`config.mk`:
```
export PLATFORM = sky130hd
export DESIGN_NAME = nibble_skip_scheduler
export DESIGN_NICKNAME = d
export VERILOG_FILES = /design/src/rtl/nibble_skip_scheduler_pkg.sv /design/src/rtl/nibble_skip_scheduler_prio_enc.sv /design/src/rtl/nibble_skip_scheduler.sv
export SDC_FILE = /design/constraint.sdc
export NUM_CORES = 1
export LEC_CHECK = 0
export ABC_AREA = 1
export BUFFER_PORTS_ARGS = -buffer_cell sky130_fd_sc_hd__buf_2
export CAP_MARGIN = 5
export CELL_PAD_IN_SITES_DETAIL_PLACEMENT = 1
export CELL_PAD_IN_SITES_GLOBAL_PLACEMENT = 2
export CORE_UTILIZATION = 34
export CTS_CLUSTER_DIAMETER = 120
export DETAILED_ROUTE_END_ITERATION = 8
export PLACE_DENSITY_LB_ADDON = 0.1
export SLEW_MARGIN = 0
export SYNTH_ARGS = -nofsm -noshare
export SYNTH_HDL_FRONTEND = slang
export SYNTH_SLANG_ARGS = --single-unit
```
`constraint.sdc`:
```
create_clock -name clk -period 4 [get_ports clk]
set_clock_uncertainty 0.15 [all_clocks]
set_input_delay 1 -clock clk [delete_from_list [all_inputs] [get_ports clk]]
set_output_delay 1 -clock clk [all_outputs]
set_load 0.1 [all_outputs]
```
`src/rtl/nibble_skip_scheduler_pkg.sv`:
```
// Shared definitions for the nibble zero-skip scheduler: FSM encodings and
// nibble geometry defaults also used by the nibble multiplier and the PE array.
package nibble_skip_scheduler_pkg;

    localparam logic [1:0] ST_IDLE = 2'd0;
    localparam logic [1:0] ST_RUN  = 2'd1;
    localparam logic [1:0] ST_DONE = 2'd2;

    localparam int LOG2_NIBBLE_WIDTH_DEF = 2;
    localparam int NIBBLE_WIDTH_DEF      = 2 ** LOG2_NIBBLE_WIDTH_DEF;
    localparam int NUM_NIBBLES_DEF       = 4;

    // Index width that stays legal for a single-nibble word.
    function automatic int idx_width(input int n);
        return (n > 1) ? $clog2(n) : 1;
    endfunction

endpackage

```
`src/rtl/nibble_skip_scheduler_prio_enc.sv`:
```
// Lowest-set-bit priority encoder over the pending-nibble mask: index of the
// next nibble to issue, an any-pending flag and the one-hot bit to retire.
module nibble_prio_enc
    import nibble_skip_scheduler_pkg::*;
#(
    parameter int NUM_NIBBLES = NUM_NIBBLES_DEF,
    parameter int IDX_WIDTH   = idx_width(NUM_NIBBLES)
) (
    input  logic [NUM_NIBBLES-1:0] mask_i,
    output logic [IDX_WIDTH-1:0]   idx_o,
    output logic                   any_o,
    output logic [NUM_NIBBLES-1:0] clr_o
);

    always_comb begin
        idx_o = '0;
        any_o = |mask_i;
        // Two's-complement trick isolates the lowest set bit.
        clr_o = mask_i & (~mask_i + NUM_NIBBLES'(1));
        for (int i = NUM_NIBBLES - 1; i >= 0; i--) begin
            if (mask_i[i]) idx_o = IDX_WIDTH'(i);
        end
    end

endmodule

```
`src/rtl/nibble_skip_scheduler.sv`:
```
// Sequences one weight word through a shared nibble multiplier, skipping zero
// nibbles, accumulating shifted partial products into a full weight*act product.
module nibble_skip_scheduler
    import nibble_skip_scheduler_pkg::*;
#(
    parameter int LOG2_NIBBLE_WIDTH = LOG2_NIBBLE_WIDTH_DEF,
    parameter int NIBBLE_WIDTH      = 2 ** LOG2_NIBBLE_WIDTH,
    parameter int NUM_NIBBLES       = NUM_NIBBLES_DEF,
    parameter int ACT_WIDTH         = 8,
    parameter int PP_WIDTH          = ACT_WIDTH + NIBBLE_WIDTH,
    parameter int RES_WIDTH         = ACT_WIDTH + NUM_NIBBLES * NIBBLE_WIDTH,
    parameter int CNT_WIDTH         = 16,
    localparam int WEIGHT_WIDTH     = NUM_NIBBLES * NIBBLE_WIDTH,
    localparam int IDX_WIDTH        = idx_width(NUM_NIBBLES)
) (
    input  logic                    clk,
    input  logic                    rst,
    input  logic                    in_valid,
    output logic                    in_ready,
    input  logic [WEIGHT_WIDTH-1:0] in_weight,
    input  logic [ACT_WIDTH-1:0]    in_act,
    output logic                    mul_valid,
    output logic [NIBBLE_WIDTH-1:0] mul_nibble,
    output logic [ACT_WIDTH-1:0]    mul_act,
    output logic [IDX_WIDTH-1:0]    mul_idx,
    input  logic [PP_WIDTH-1:0]     mul_pp,
    output logic                    out_valid,
    input  logic                    out_ready,
    output logic [RES_WIDTH-1:0]    out_result,
    input  logic                    skip_clear,
    output logic [CNT_WIDTH-1:0]    skip_count
);

    function automatic int popcount(input logic [NUM_NIBBLES-1:0] m);
        int n;
        n = 0;
        for (int i = 0; i < NUM_NIBBLES; i++) n += int'(m[i]);
        return n;
    endfunction

    function automatic logic [CNT_WIDTH-1:0] sat_add(input logic [CNT_WIDTH-1:0] a,
                                                     input int b);
        logic [CNT_WIDTH:0] sum;
        sum = {1'b0, a} + (CNT_WIDTH + 1)'(b);
        return sum[CNT_WIDTH] ? {CNT_WIDTH{1'b1}} : sum[CNT_WIDTH-1:0];
    endfunction

    logic [1:0]              state_q, state_d;
    logic [WEIGHT_WIDTH-1:0] weight_q, weight_d;
    logic [ACT_WIDTH-1:0]    act_q, act_d;
    logic [NUM_NIBBLES-1:0]  pend_q, pend_d, in_mask, pend_left;
    logic [RES_WIDTH-1:0]    acc_q, acc_d;
    logic [CNT_WIDTH-1:0]    cnt_q, cnt_d;
    logic [IDX_WIDTH-1:0]    idx_q, idx_d, enc_idx;
    logic [NIBBLE_WIDTH-1:0] nib_q, nib_d, cur_nib;
    logic                    enc_any;
    logic [NUM_NIBBLES-1:0]  enc_clr;

    nibble_prio_enc #(
        .NUM_NIBBLES(NUM_NIBBLES),
        .IDX_WIDTH  (IDX_WIDTH)
    ) u_prio_enc (
        .mask_i(pend_q),
        .idx_o (enc_idx),
        .any_o (enc_any),
        .clr_o (enc_clr)
    );

    always_comb begin
        for (int i = 0; i < NUM_NIBBLES; i++) begin
            in_mask[i] = |in_weight[i*NIBBLE_WIDTH +: NIBBLE_WIDTH];
        end
    end

    assign cur_nib   = weight_q[int'(enc_idx) * NIBBLE_WIDTH +: NIBBLE_WIDTH];
    assign pend_left = pend_q & ~enc_clr;

    always_comb begin
        state_d  = state_q;
        weight_d = weight_q;
        act_d    = act_q;
        pend_d   = pend_q;
        acc_d    = acc_q;
        cnt_d    = cnt_q;
        idx_d    = idx_q;
        nib_d    = nib_q;
        case (state_q)
            ST_IDLE: begin
                if (in_valid) begin
                    weight_d = in_weight;
                    pend_d   = in_mask;
                    acc_d    = '0;
                    cnt_d    = sat_add(cnt_q, NUM_NIBBLES - popcount(in_mask));
                    // Activation only moves when it will be issued, so mul_act stays quiet otherwise.
                    if (|in_mask) begin
                        act_d   = in_act;
                        state_d = ST_RUN;
                    end else begin
                        state_d = ST_DONE;
                    end
                end
            end
            ST_RUN: begin
                acc_d  = acc_q + (RES_WIDTH'(mul_pp) << (int'(enc_idx) * NIBBLE_WIDTH));
                pend_d = pend_left;
                idx_d  = enc_idx;
                nib_d  = cur_nib;
                if (pend_left == '0) state_d = ST_DONE;
            end
            ST_DONE: begin
                if (out_ready) state_d = ST_IDLE;
            end
            default: state_d = ST_IDLE;
        endcase
        if (skip_clear) cnt_d = '0;
    end

    always_ff @(posedge clk or posedge rst) begin
        if (rst) begin
            state_q  <= ST_IDLE;
            weight_q <= '0;
            act_q    <= '0;
            pend_q   <= '0;
            acc_q    <= '0;
            cnt_q    <= '0;
            idx_q    <= '0;
            nib_q    <= '0;
        end else begin
            state_q  <= state_d;
            weight_q <= weight_d;
            act_q    <= act_d;
            pend_q   <= pend_d;
            acc_q    <= acc_d;
            cnt_q    <= cnt_d;
            idx_q    <= idx_d;
            nib_q    <= nib_d;
        end
    end

    // Outside RUN the issue fields replay the last issued nibble instead of tracking pend_q.
    assign in_ready   = (state_q == ST_IDLE);
    assign out_valid  = (state_q == ST_DONE);
    assign mul_valid  = (state_q == ST_RUN) && enc_any;
    assign mul_idx    = (state_q == ST_RUN) ? enc_idx : idx_q;
    assign mul_nibble = (state_q == ST_RUN) ? cur_nib : nib_q;
    assign mul_act    = act_q;
    assign out_result = acc_q;
    assign skip_count = cnt_q;

endmodule

```
# After elaboration in Yosys (flattened, before gate mapping)
# Index checks and enable logic that the tools add are counted.
op_classes:
  add_sub_neg: 7
  mul: 0
  div_mod_pow: 0
  n_lt_le_gt_ge: 0
  eq_ne: 5
  n_shift: 2
  mux: 19
  bitwise_logic: 4
  reduce_logical: 17
op_table:
  columns: ["cell", "count"]
  rows:
  - ["$mux W16", 4]
  - ["$pmux W24 S2", 1]
  - ["$add A24 B24 Y24", 1]
  - ["$mux W24", 1]
  - ["$shl A12 B4 Y24", 1]
  - ["$reduce_or A4 Y1", 5]
  - ["$mux W2", 9]
  - ["$add A16 B17 Y17", 1]
  - ["$reduce_or A16 Y1", 1]
  - ["$shiftx A16 B5 Y4", 1]
  - ["$and A4 B4 Y4", 2]
  - ["$mux W4", 2]
  - ["$not A4 Y4", 2]
  - ["$pmux W4 S2", 1]
  - ["$pmux W2 S3", 1]
  - ["$reduce_and A2 Y1", 3]
  - ["$reduce_and A3 Y1", 2]
  - ["$reduce_bool A2 Y1", 3]
  - ["$sub A3 B4 Y5 const A", 1]
  - ["$add A3 B1 Y4", 1]
  - ["$add A4 B1 Y4 const B", 1]
  - ["$logic_not A4 Y1", 1]
  - ["$ne A2 B2 Y1 const B", 2]
  - ["$add A2 B1 Y3", 1]
  - ["6 further kinds", 6]
totals:
  register_bits: 76
  latch_bits: 0
  ramBits: 0
  mem_bits_ro: 0
  input_bits: 41
  out_inout_bits: 57
  wordCells: 62
  mem_count: 0

# Longest topological paths before layout
logic_depth:
  ltp_word: 10
  mapped_depth: 20
  depth_no_buf: 19

# Hierarchy
# From an unflattened synthesis, not the netlist that was laid out.
hier_totals:
  cells_unflattened: 874
  area_unflattened_um2: 5764.3
modules_own_cells:
  columns: ["mod", "instances", "cells_each", "area_per_inst_um2"]
  rows:
  - ["nibble_skip_scheduler", 1, 859, 5699.2]
  - ["nibble_prio_enc", 1, 15, 65.1]

# Worst setup path after synthesis
# Ideal clock, no wire load.
synth_path:
  kind: "reg2out"
  startpoint: "register pend_q[0]"
  endpoint: "output port mul_nibble[2]"
  arrival_ns: 3.323
  path_slack_ns: -0.473
  stages_incl_launch_ff: 7
  cell_sequence: "dfrtp_1 inv_2 nand2_2 nor2_4 buf_4 nand2_2 o311ai_1"
synth_between:
  elab_chain_len: 3
synth_rtl:
  columns: ["item", "line", "source"]
  rows:
  - ["from (decl)", "nibble_skip_scheduler.sv:51", "logic [NUM_NIBBLES-1:0] pend_q, pend_d, in_mask, pend_left;"]
  - ["from (signal assigned)", "nibble_skip_scheduler.sv:132", "pend_q <= pend_d;"]
  - ["$mux W2", "nibble_skip_scheduler_prio_enc.sv:21", "if (mask_i[i]) idx_o = IDX_WIDTH'(i);"]
  - ["$shiftx A16 B5 Y4", "nibble_skip_scheduler.sv:75", "assign cur_nib = weight_q[int'(enc_idx) * NIBBLE_WIDTH +: NIBBLE_WIDTH];"]
  - ["$mux W4", "nibble_skip_scheduler.sv:145", "assign mul_nibble = (state_q == ST_RUN) ? cur_nib : nib_q;"]
  - ["to (decl)", "nibble_skip_scheduler.sv:23", "output logic [NIBBLE_WIDTH-1:0] mul_nibble,"]
# No other way between the ends.

# Worst setup path in the final report
layout_path:
  startpoint: "input port in_weight[9]"
  endpoint: "register cnt_q[14] (netlist: skip_count[14])"
layout_between:
  elab_chain_len: 9
layout_rtl:
  columns: ["item", "line", "source"]
  rows:
  - ["from (decl)", "nibble_skip_scheduler.sv:20", "input logic [WEIGHT_WIDTH-1:0] in_weight,"]
  - ["$reduce_or A4 Y1", "nibble_skip_scheduler.sv:71", "in_mask[i] = |in_weight[i*NIBBLE_WIDTH +: NIBBLE_WIDTH];"]
  - ["$add A2 B1 Y3", "nibble_skip_scheduler.sv:37", "for (int i = 0; i < NUM_NIBBLES; i++) n += int'(m[i]);"]
  - ["$add A3 B1 Y4", "nibble_skip_scheduler.sv:37", null]
  - ["$sub A3 B4 Y5", "nibble_skip_scheduler.sv:93", "cnt_d = sat_add(cnt_q, NUM_NIBBLES - popcount(in_mask));"]
  - ["$add A16 B17 Y17", "nibble_skip_scheduler.sv:44", "sum = {1'b0, a} + (CNT_WIDTH + 1)'(b);"]
  - ["$mux W16", "nibble_skip_scheduler.sv:45", "return sum[CNT_WIDTH] ? {CNT_WIDTH{1'b1}} : sum[CNT_WIDTH-1:0];"]
  - ["$mux W16", "nibble_skip_scheduler.sv:89", "if (in_valid) begin"]
  - ["$mux W16", "nibble_skip_scheduler.sv:87", "case (state_q)"]
  - ["$mux W16", "nibble_skip_scheduler.sv:115", "if (skip_clear) cnt_d = '0;"]
  - ["to (signal assigned)", "nibble_skip_scheduler.sv:134", "cnt_q <= cnt_d;"]
  - ["to (decl)", "nibble_skip_scheduler.sv:53", "logic [CNT_WIDTH-1:0] cnt_q, cnt_d;"]
# No other way between the ends. The select of a mux whose other input is x is not followed.
# A chain may end at the register's enable or synchronous reset.

==> results_dict.tcl <==
set metrics [dict create \
    status "complete, no violations" \
    drt-total-wl_mm 19.6 \
    drive_gt1_share_pct 18.6 \
    cts_sinks 76 \
    synth_compound_area_share_pct 10.5 \
    fill_cells 2206 \
    area_growth_pct 18.4 \
    crit_fanout 5 \
    port_buffers 97 \
    place.gp.congestion 0.846 \
    synth_edf_count 0 \
    cts_resized 0 \
    ys.flop_type "dfrtp_1" \
    dieWidth_um 133 \
    hold_class "flop to flop" \
    synth_warnings 0 \
    die_area_um2 17600 \
    path_clk_slew_ns 0.07 \
    grt_pass1_wl_mm 32.3 \
    diodes 0 \
    syn_inst 851 \
    relSlewSlack_pct 46.2 \
    hold_buffers 0 \
    setup_viol 0 \
    synthMuxAreaShare_pct 0.518 \
    multiInputGateArea_um2 3290 \
    rows 47 \
    ioPinCount 98 \
    grt_usage_pct 23.6 \
    cts-root-buf "clkbuf_16" \
    rsz0062_at_grt "no" \
    synthAdderAreaFrac_pct 7.08 \
    tightest_slew_ns 0.806 \
    end_kind "flop" \
    fin_ws_ns 0.222 \
    drv_cap 0 \
    clk_latency_ns 0.35 \
    fin_crit_ns 3.78 \
    worstPathArrival_ns 3.87 \
    post_cts_buffers 0 \
    worstPathRequired_ns 4.09 \
    grt_max_degree 39 \
    synth_area_um2 5790 \
    cts_buffer_depth 2 \
    synth_top_family_by_area "simple AND/OR/NAND/NOR gates" \
    hpwlAfterDp_mm 15.6 \
    syn_nets 923 \
    ys_seq_area_share_pct 32.8 \
    ys_seq_elements 76 \
    wire_per_inst_um 16.6 \
    pre_cts_ws_ns -0.139 \
    min_period_over_period_pct 94.4 \
    seq_area_um2 1900 \
    ys_types 49 \
    syn_avg_cell_area_um2 6.81 \
    vias_per_cell 4.99 \
    drc 0 \
    critPathKind "input port to flop" \
    start_kind "input port" \
    overflow 0 \
    yosys.area_share.xor_xnor_pct 0.151 \
    grt_pass1_vias 6314 \
    initial_core_util_pct 34.9 \
    antenna_found_initial 0 \
    ant_nets 0 \
    drt_iter0_drc 205 \
    cts_buffers 9 \
    dr_total_vias 5904 \
    ys_async_sr_fraction_pct 100 \
    cts_tree "done" \
    fp.dieH_um 133 \
    fin_setup_tns_ns 0 \
    hold_viol 0 \
    synth-simple-area-share_pct 38.5 \
    slew_violations 0 \
    htree_levels 3 \
    fmax_mhz 265 \
    finalNetCount 1030 \
    firstDrtPassIters 4 \
    core_um2 16600 \
]
-- sequential cells by signal, summed over array words and instances (netlist names) --
register,cells
out_result,24
skip_count,16
weight_q,16
mul_act,8
nib_q,4
pend_q,4
idx_q,2
state_q,2
-- cells in the mapped netlist, drive strengths merged (2+ instances only) --
master,number,share of area [%]
nand2,314,21
inv,124,8.3
nor2,82,6.9
dfrtp,76,33
o21ai,60,5.4
nand3,58,5.2
ha,28,6.0
a21oi,23,2.4
buf,15,1.9
nand4,12,1.6
nor3,12,1.4
nand3b,10,1.3
nor4,4,0.69
a31oi,3,0.32
fa,3,1.0
mux2i,3,0.52
o211ai,3,0.39
o22ai,3,0.32
or2,3,0.32
a22o,2,0.30
clkbuf,2,0.13
o21a,2,0.26
o21bai,2,0.32
o311ai,2,0.30
-- cell usage in the layout, fill, tap and decap left out, types with 3 or more instances in the layout --
cell type,n
a21oi_1,21
nand2_2,5
nor4_1,3
nor3_1,10
o21ai_0,38
a31oi_1,3
dfrtp_1,76
nand3b_1,10
inv_2,10
nor2_1,70
o22ai_1,3
nand3_1,57
o21ai_2,4
o211ai_1,3
nand4_1,11
ha_1,28
clkbuf_16,9
buf_2,97
nor2_4,4
clkinv_4,4
buf_4,16
fa_1,3
nand2_1,307
inv_1,109
mux2i_1,3
nor2_8,3
o21ai_1,18
nor2_2,5
-- layer usage --
metal | global-route usage, % | wire length [um] | vias to the layer above
li1 | - | - | 2926
met1 | 28.6 | 8670 | 2858
met2 | 43.2 | 10000 | 90
met3 | 2.07 | 396 | 30
met4 | 8.62 | 521 | 0
met5 | 0 | 0 | -
-- path summary, 6_finish.rpt --
path / start / to / slack (ns) / cells past startpoint
worst max-delay path: in_weight[9] / skip_count[14] / 0.22 / 17
min in group asynchronous: rst / skip_count[0] / 0.63 / 2
worst max register to register: pend_q[2] / out_result[18] / 0.51 / 17
worst min register to register: mul_act[7] / mul_act[7] / 0.32 / 2
max in group asynchronous: rst / skip_count[11] / 2.26 / 3
worst min-delay path: mul_act[7] / mul_act[7] / 0.32 / 2
-- cell families (layout without fill, tap and decap cells) --
logic type,count (synthesis),after routing
and+or+nand+nor,496,496
buffers and inverters,142,254
AOI/OAI and AO/OA,102,102
adders and majority gates,31,31
xor gates and xnor gates,1,1
muxes,3,3
DFF,76,76
-- through the flow --
stage	hold WS, ns	area, um2	util [%]	cells
final	0.320	6860	41.4	1183
after detailed placement	0.307	6560	39.5	1167
after global routing	0.342	6860	41.4	1183
after CTS	0.324	6860	41.4	1183
after floorplan	0.298	5790	-	851
after global placement	0.302	6560	39.5	1167
-- worst max-delay path, stage by stage --
cell     delay [ns]
buf_2          0.12
nor4_4         0.32
fa_1           0.48
ha_1           0.20
ha_1           0.30
inv_1          0.06
fa_1           0.38
inv_1          0.09
nand2_2        0.07
a21oi_4        0.21
nand2_1        0.10
nor2_1         0.19
nand2_1        0.09
nand2_1        0.07
nand3_1        0.06
nand2_1        0.07
o21ai_2        0.05
-- final cells by class --
cell class	instances	share of cell area (%)
flip-flops and latches	76	27.7
well taps	220	4.01
clock inverters	7	1.13
repair buffers	113	8.83
inverters	125	7.08
multi-input cells	633	47.9
clock buffers	9	3.28
Power is left out: the tool's default activity adds up to more than one toggle a clock period on the data nets, which glitch-free logic cannot reach.
